File: src/rtl/encoder_pkg.sv
// Package for the rotary-encoder input conditioner.
// Holds the event codes delivered to the consumer, the quadrature state
// constants, and a helper that classifies a change between two debounced
// {A,B} states as a clockwise step, a counter-clockwise step, or an
// illegal double-bit jump.
package encoder_pkg;

  typedef enum logic [1:0] {
    EVT_NONE  = 2'b00,
    EVT_CW    = 2'b01,
    EVT_CCW   = 2'b10,
    EVT_PRESS = 2'b11
  } event_code_t;

  // Quadrature states as {A,B}. The clockwise Gray order is 11 -> 01 -> 00 -> 10 -> 11.
  localparam logic [1:0] QUAD_11 = 2'b11;
  localparam logic [1:0] QUAD_01 = 2'b01;
  localparam logic [1:0] QUAD_00 = 2'b00;
  localparam logic [1:0] QUAD_10 = 2'b10;

  typedef enum logic [1:0] {
    STEP_NONE,
    STEP_CW,
    STEP_CCW,
    STEP_DOUBLE
  } quad_step_t;

  function automatic quad_step_t quad_step(input logic [1:0] prev, input logic [1:0] cur);
    quad_step_t s;
    s = STEP_NONE;
    if (prev != cur) begin
      if ((prev ^ cur) == 2'b11) begin
        s = STEP_DOUBLE;
      end else if ((prev == QUAD_11 && cur == QUAD_01) ||
                   (prev == QUAD_01 && cur == QUAD_00) ||
                   (prev == QUAD_00 && cur == QUAD_10) ||
                   (prev == QUAD_10 && cur == QUAD_11)) begin
        s = STEP_CW;
      end else begin
        s = STEP_CCW;
      end
    end
    return s;
  endfunction

endpackage

File: src/rtl/debounce_filter.sv
// Two-flop synchronizer followed by a stability counter for one raw input.
// Ports:
//   clk    - sole clock, rising edge
//   reset  - synchronous, active-high; synchronizer and output go to 1
//   raw    - asynchronous raw input (idle high)
//   level  - debounced level
// The counter restarts whenever the synchronized value agrees with the
// current output. The output follows the synchronized value only after it
// has disagreed for DEBOUNCE_CYCLES consecutive cycles.
module debounce_filter #(
  parameter int DEBOUNCE_CYCLES = 50000
) (
  input  logic clk,
  input  logic reset,
  input  logic raw,
  output logic level
);

  localparam int CNT_W = (DEBOUNCE_CYCLES > 1) ? $clog2(DEBOUNCE_CYCLES) : 1;
  localparam logic [CNT_W-1:0] CNT_LAST = CNT_W'(DEBOUNCE_CYCLES - 1);

  logic             sync1_reg;
  logic             sync2_reg;
  logic             level_reg;
  logic [CNT_W-1:0] cnt_reg;

  always_ff @(posedge clk) begin
    if (reset) begin
      sync1_reg <= 1'b1;
      sync2_reg <= 1'b1;
      level_reg <= 1'b1;
      cnt_reg   <= '0;
    end else begin
      sync1_reg <= raw;
      sync2_reg <= sync1_reg;
      if (sync2_reg == level_reg) begin
        cnt_reg <= '0;
      end else if (cnt_reg == CNT_LAST) begin
        level_reg <= sync2_reg;
        cnt_reg   <= '0;
      end else begin
        cnt_reg <= cnt_reg + 1'b1;
      end
    end
  end

  assign level = level_reg;

endmodule

File: src/rtl/encoder_input_conditioner.sv
// Conditions a mechanical rotary encoder (quadrature A/B plus push switch).
// Ports:
//   clk, reset             - sole clock; synchronous active-high reset
//   encoder_clk/dt/sw      - raw asynchronous A, B (idle high) and switch (active low)
//   position               - signed detent count, wraps modulo 2^POS_WIDTH
//   sw_level               - debounced switch, 1 = pressed
//   event_valid/ready/code - event queue head: 01 CW, 10 CCW, 11 press
//   overflow               - sticky, set when an event was dropped on a full queue
module encoder_input_conditioner
  import encoder_pkg::*;
#(
  parameter int DEBOUNCE_CYCLES = 50000,
  parameter int POS_WIDTH       = 16,
  parameter int FIFO_DEPTH      = 4
) (
  input  logic                 clk,
  input  logic                 reset,
  input  logic                 encoder_clk,
  input  logic                 encoder_dt,
  input  logic                 encoder_sw,
  output logic [POS_WIDTH-1:0] position,
  output logic                 sw_level,
  output logic                 event_valid,
  input  logic                 event_ready,
  output logic [1:0]           event_code,
  output logic                 overflow
);

  localparam int AW = (FIFO_DEPTH > 1) ? $clog2(FIFO_DEPTH) : 1;
  localparam logic [AW-1:0] LAST_PTR   = AW'(FIFO_DEPTH - 1);
  localparam logic [AW:0]   DEPTH_CNT  = (AW + 1)'(FIFO_DEPTH);

  // ---------------------------------------------------------------
  // Input conditioning: bit 0 = A, bit 1 = B, bit 2 = switch
  // ---------------------------------------------------------------
  logic [2:0] raw_vec;
  logic [2:0] db_vec;

  assign raw_vec = {encoder_sw, encoder_dt, encoder_clk};

  genvar gi;
  generate
    for (gi = 0; gi < 3; gi++) begin : g_db
      debounce_filter #(
        .DEBOUNCE_CYCLES(DEBOUNCE_CYCLES)
      ) u_db (
        .clk  (clk),
        .reset(reset),
        .raw  (raw_vec[gi]),
        .level(db_vec[gi])
      );
    end
  endgenerate

  // ---------------------------------------------------------------
  // Quadrature decoding
  // ---------------------------------------------------------------
  logic [1:0] quad_cur;
  logic [1:0] quad_prev_reg;
  logic [2:0] acc_reg;
  logic [2:0] acc_next;
  logic [3:0] acc_sum;
  logic       det_cw_reg;
  logic       det_ccw_reg;
  logic       det_cw_next;
  logic       det_ccw_next;
  quad_step_t step;

  assign quad_cur = {db_vec[0], db_vec[1]};

  // The sum is formed one bit wider than the accumulator so a full
  // four-step rotation reads as +4 / -4 instead of wrapping.
  always_comb begin
    step         = quad_step(quad_prev_reg, quad_cur);
    acc_sum      = {acc_reg[2], acc_reg} + ((step == STEP_CW) ? 4'b0001 : 4'b1111);
    acc_next     = acc_reg;
    det_cw_next  = 1'b0;
    det_ccw_next = 1'b0;
    case (step)
      STEP_DOUBLE: acc_next = 3'b000;
      STEP_CW, STEP_CCW: begin
        if (quad_cur == QUAD_11) begin
          det_cw_next  = (acc_sum == 4'b0100);
          det_ccw_next = (acc_sum == 4'b1100);
          acc_next     = 3'b000;
        end else begin
          acc_next = acc_sum[2:0];
        end
      end
      default: acc_next = acc_reg;
    endcase
  end

  logic [POS_WIDTH-1:0] position_reg;

  always_ff @(posedge clk) begin
    if (reset) begin
      quad_prev_reg <= QUAD_11;
      acc_reg       <= 3'b000;
      det_cw_reg    <= 1'b0;
      det_ccw_reg   <= 1'b0;
      position_reg  <= '0;
    end else begin
      quad_prev_reg <= quad_cur;
      acc_reg       <= acc_next;
      det_cw_reg    <= det_cw_next;
      det_ccw_reg   <= det_ccw_next;
      if (det_cw_reg) begin
        position_reg <= position_reg + 1'b1;
      end else if (det_ccw_reg) begin
        position_reg <= position_reg - 1'b1;
      end
    end
  end

  assign position = position_reg;

  // ---------------------------------------------------------------
  // Switch press detection and event arbitration
  // ---------------------------------------------------------------
  logic        sw_prev_reg;
  logic        press_edge;
  logic        press_pending_reg;
  logic        press_pending_next;
  logic        push;
  event_code_t push_code;

  assign sw_level   = ~db_vec[2];
  assign press_edge = sw_level & ~sw_prev_reg;

  // Detents always win the push slot; a press waits in press_pending_reg
  // until a cycle without a detent, so it lands behind a simultaneous detent.
  always_comb begin
    push               = 1'b0;
    push_code          = EVT_NONE;
    press_pending_next = press_pending_reg | press_edge;
    if (det_cw_reg) begin
      push      = 1'b1;
      push_code = EVT_CW;
    end else if (det_ccw_reg) begin
      push      = 1'b1;
      push_code = EVT_CCW;
    end else if (press_pending_reg) begin
      push               = 1'b1;
      push_code          = EVT_PRESS;
      press_pending_next = press_edge;
    end
  end

  always_ff @(posedge clk) begin
    if (reset) begin
      sw_prev_reg       <= 1'b0;
      press_pending_reg <= 1'b0;
    end else begin
      sw_prev_reg       <= sw_level;
      press_pending_reg <= press_pending_next;
    end
  end

  // ---------------------------------------------------------------
  // Event queue
  // ---------------------------------------------------------------
  logic [1:0]    fifo_mem [FIFO_DEPTH];
  logic [AW-1:0] wr_ptr_reg;
  logic [AW-1:0] rd_ptr_reg;
  logic [AW:0]   count_reg;
  logic          overflow_reg;
  logic          full;
  logic          pop;
  logic          push_ok;

  assign full    = (count_reg == DEPTH_CNT);
  assign pop     = event_valid && event_ready;
  // A pop frees the slot in the same cycle, so a full queue still accepts.
  assign push_ok = push && (!full || pop);

  always_ff @(posedge clk) begin
    if (push_ok) begin
      fifo_mem[wr_ptr_reg] <= push_code;
    end
  end

  always_ff @(posedge clk) begin
    if (reset) begin
      wr_ptr_reg   <= '0;
      rd_ptr_reg   <= '0;
      count_reg    <= '0;
      overflow_reg <= 1'b0;
    end else begin
      if (push_ok) begin
        wr_ptr_reg <= (wr_ptr_reg == LAST_PTR) ? '0 : wr_ptr_reg + 1'b1;
      end
      if (pop) begin
        rd_ptr_reg <= (rd_ptr_reg == LAST_PTR) ? '0 : rd_ptr_reg + 1'b1;
      end
      if (push_ok && !pop) begin
        count_reg <= count_reg + 1'b1;
      end else if (!push_ok && pop) begin
        count_reg <= count_reg - 1'b1;
      end
      if (push && !push_ok) begin
        overflow_reg <= 1'b1;
      end
    end
  end

  assign event_valid = (count_reg != '0);
  assign event_code  = event_valid ? fifo_mem[rd_ptr_reg] : EVT_NONE;
  assign overflow    = overflow_reg;

endmodule
File: config.mk
export PLATFORM = sky130hd
export DESIGN_NAME = encoder_input_conditioner
export DESIGN_NICKNAME = d
export VERILOG_FILES = /design/src/rtl/encoder_pkg.sv /design/src/rtl/debounce_filter.sv /design/src/rtl/encoder_input_conditioner.sv
export SDC_FILE = /design/constraint.sdc
export NUM_CORES = 1
export LEC_CHECK = 0
export ABC_AREA = 1
export BUFFER_PORTS_ARGS = -buffer_cell sky130_fd_sc_hd__buf_2
export CAP_MARGIN = 15
export CORE_MARGIN = 1
export CORE_UTILIZATION = 41
export DETAILED_ROUTE_END_ITERATION = 8
export SETUP_SLACK_MARGIN = 0.3
export SLEW_MARGIN = 5
export SYNTH_ARGS = -nofsm -noshare
export SYNTH_HDL_FRONTEND = slang
export SYNTH_SLANG_ARGS = --single-unit
File: constraint.sdc
create_clock -name clk -period 1.9 [get_ports clk]
set_clock_uncertainty 0.1 [all_clocks]
set_input_delay 0.19 -clock clk [delete_from_list [all_inputs] [get_ports clk]]
set_output_delay 0.19 -clock clk [all_outputs]
set_load 0.01 [all_outputs]
==> results_dict.tcl <==
set metrics [dict create \
    status "complete, but fails checks" \
    violations "negative setup slack" \
    overflow 0 \
    mappedNetlistArea_mm2 0.00533 \
    ys.warnings.count 0 \
    antenna_found_initial 0 \
    synthTopCellsByArea "dfxtp_1, nand2_1, inv_1, nor2_1, ha_1" \
    synth-seq-cells 100 \
    antenna_left 0 \
    avgViaCountPerCell 4.81 \
    area_growth_pct 34.9 \
    clk_pin_slew_worst_paths_ns 0.07 \
    dp_hpwl_mm 7.83 \
    grt_pass1_vias 4479 \
    power_leakage_nw 2.99 \
    cp-startpoint "quad_prev_reg[0]$_SDFF_PP1_" \
    cap_violations 0 \
    die_h_um 116 \
    htree_num_levels 3 \
    synthDistinctLibCells 48 \
    wl_per_cell_um 12.3 \
    cp-start-kind "flop" \
    yosysTopAreaCellShare_pct 34.5 \
    insertion_delay_ns 0.35 \
    r2r_start "quad_prev_reg[0]$_SDFF_PP1_" \
    rows 41 \
    die_area_mm2 0.0135 \
    synthArstFlopShare_pct 0 \
    fill_cells 1151 \
    final_nets 840 \
    start_util_pct 42.1 \
    post-place-ws_ns -0.131 \
    grt_pass1_wl_mm 19.4 \
    hold_viol 0 \
    cts_tree "built" \
    cts_made_buffers 9 \
    critPathKind "flop to flop" \
    rr_worst_depth 9 \
    portBuffers 26 \
    core_mm2 0.0127 \
    worstSetupEndpoint "acc_reg[2]$_SDFFE_PP0P_" \
    gr-usage-all-layers_pct 18.3 \
    avgSynthCellArea_um2 7.39 \
    cp-end-kind "flop" \
    remaining_drc_errors 0 \
    cts_sinks 100 \
    rsz0062_at_grt "true" \
    drive_gt1_share_pct 34.5 \
    peakVddDrop_uv 563 \
    gp_congestion 0.834 \
    cp.arrival_ns 2.20 \
    drt-initial-drc-count 173 \
    tightest_slew_ns 0.501 \
    cp_max_fo 3 \
    period_share_pct 106 \
    cts_buffer_depth 2 \
    syn_inst 722 \
    wirelength_mm 12.1 \
    yosysSeqAreaShare_pct 39.0 \
    clock-root-buffer "clkbuf_16" \
    setup_slack_ns -0.123 \
    synth.largest_area_cell "dfxtp_1" \
    largest_reg_flops 48 \
    yosysMostFrequentCell "nand2_1" \
    finalCriticalPeriod_ns 2.02 \
    slew_headroom_pct 66.3 \
    io_pins 27 \
    fmax_ghz 0.494 \
    diodes 0 \
    ys.flop_type "dfxtp_1" \
    r2r-end "acc_reg[2]$_SDFFE_PP0P_" \
    drtPass1Iterations 4 \
    cp.required_ns 2.08 \
    synth_edf_count 8 \
    dieWidth_um 116 \
    grt_max_degree 22 \
    fin_total_pwr_mw 4.77 \
    reg2reg_setup_slack_ns -0.12 \
    power_density_mw_per_mm2 664 \
    num_vias 4714 \
    synth_common_cells "nand2_1, inv_1, nor2_1, dfxtp_1, a21oi_1" \
    setup_viol_count_final 8 \
    syn-num-nets 759 \
    hold_class "primary input to flop" \
    slew_violations 0 \
]
[critical path: stages (launching register included)]
cell       delay (ns)
dfxtp_4          0.36
xor2_4           0.20
inv_1            0.07
ha_2             0.20
inv_2            0.09
o2111ai_4        0.15
ha_1             0.38
xor2_2           0.20
nand2_1          0.07
a21oi_1          0.13
[placed cells by master (no fill, tap or decap), drive strengths merged, types with 7 or more instances in the layout]
cell type	n
nor3	30
or2	12
nor3b	9
clkbuf	12
inv	119
nand3	43
nor2	109
nand2	145
nand4	7
edfxtp	8
dfxtp	92
ha	28
xor2	16
buf	72
a21oi	42
o21ai	28
[how the worst min path moves through the flow]
stage / start / end / depth (start not counted)
floorplan: encoder_clk / g_db[0].u_db.sync1_reg$_SDFF_PP1_ / 1
global placement: encoder_clk / g_db[0].u_db.sync1_reg$_SDFF_PP1_ / 2
detailed placement: encoder_clk / g_db[0].u_db.sync1_reg$_SDFF_PP1_ / 2
CTS: reset / g_db[1].u_db.sync1_reg$_SDFF_PP1_ / 2
global route: reset / g_db[1].u_db.sync2_reg$_SDFF_PP1_ / 2
finish: reset / g_db[1].u_db.sync1_reg$_SDFF_PP1_ / 2
[metrics by stage]
step	hold WS (ns)	std cells	setup TNS [ns]	utilization, %	area (um2)
6_report	0.0992	980	-0.495	56.8	7190
5_1_grt	0.123	980	-1.96	56.8	7190
4_1_cts	0.0717	968	-0.501	52.7	6680
3_5_place_dp	0.281	938	-0.541	47.0	5950
3_3_place_gp	0.279	938	-0.0807	47.0	5950
2_1_floorplan	0.194	722	-0.222	-	5450
[final cells by class]
cell class | count | area (um2) | area share (%)
tap | 172 | 215 | 2.99
timing repair buffer | 76 | 569 | 7.91
inverter | 119 | 453 | 6.30
clock inverter | 5 | 37.5 | 0.522
sequential | 100 | 2120 | 29.5
multi-input combinational | 497 | 3560 | 49.5
clock buffer | 11 | 233 | 3.24
[metal layers]
metal	track usage (%)	wire (um)
met1	21.2	5470
met4	7.86	220
met5	0	0
met3	3.61	277
met2	32.8	6110
[kinds of logic after synthesis]
kind of cell               count (synthesis)  share of synthesized area (%)
buffers and inverters                    128                           9.48
AOI/OAI and AO/OA                         82                           8.54
adders and majority gates                 31                           7.70
xor gates and xnor gates                  21                           3.45
DFF                                      100                           39.0
and+or+nand+nor                          360                           31.8
[power breakdown]
group / total, mW / switching (mW) / internal (mW) / leakage (nW)
combinational: 0.789 / 0.399 / 0.390 / 2.04
sequential: 2.27 / 0.0652 / 2.20 / 0.824
clock: 1.71 / 0.821 / 0.894 / 0.126
total: 4.77 / 1.29 / 3.49 / 2.99
[what timing repair did]
action,4_1_cts,5_1_grt
cloned,4,0
endpoints found under the hold margin,3,0
pin swaps,12,44
gates resized for setup,65,108
endpoints found under the setup margin,61,74
buffers inserted,7,12
hold buffers,3,0
(Power assumes the default switching activity.)
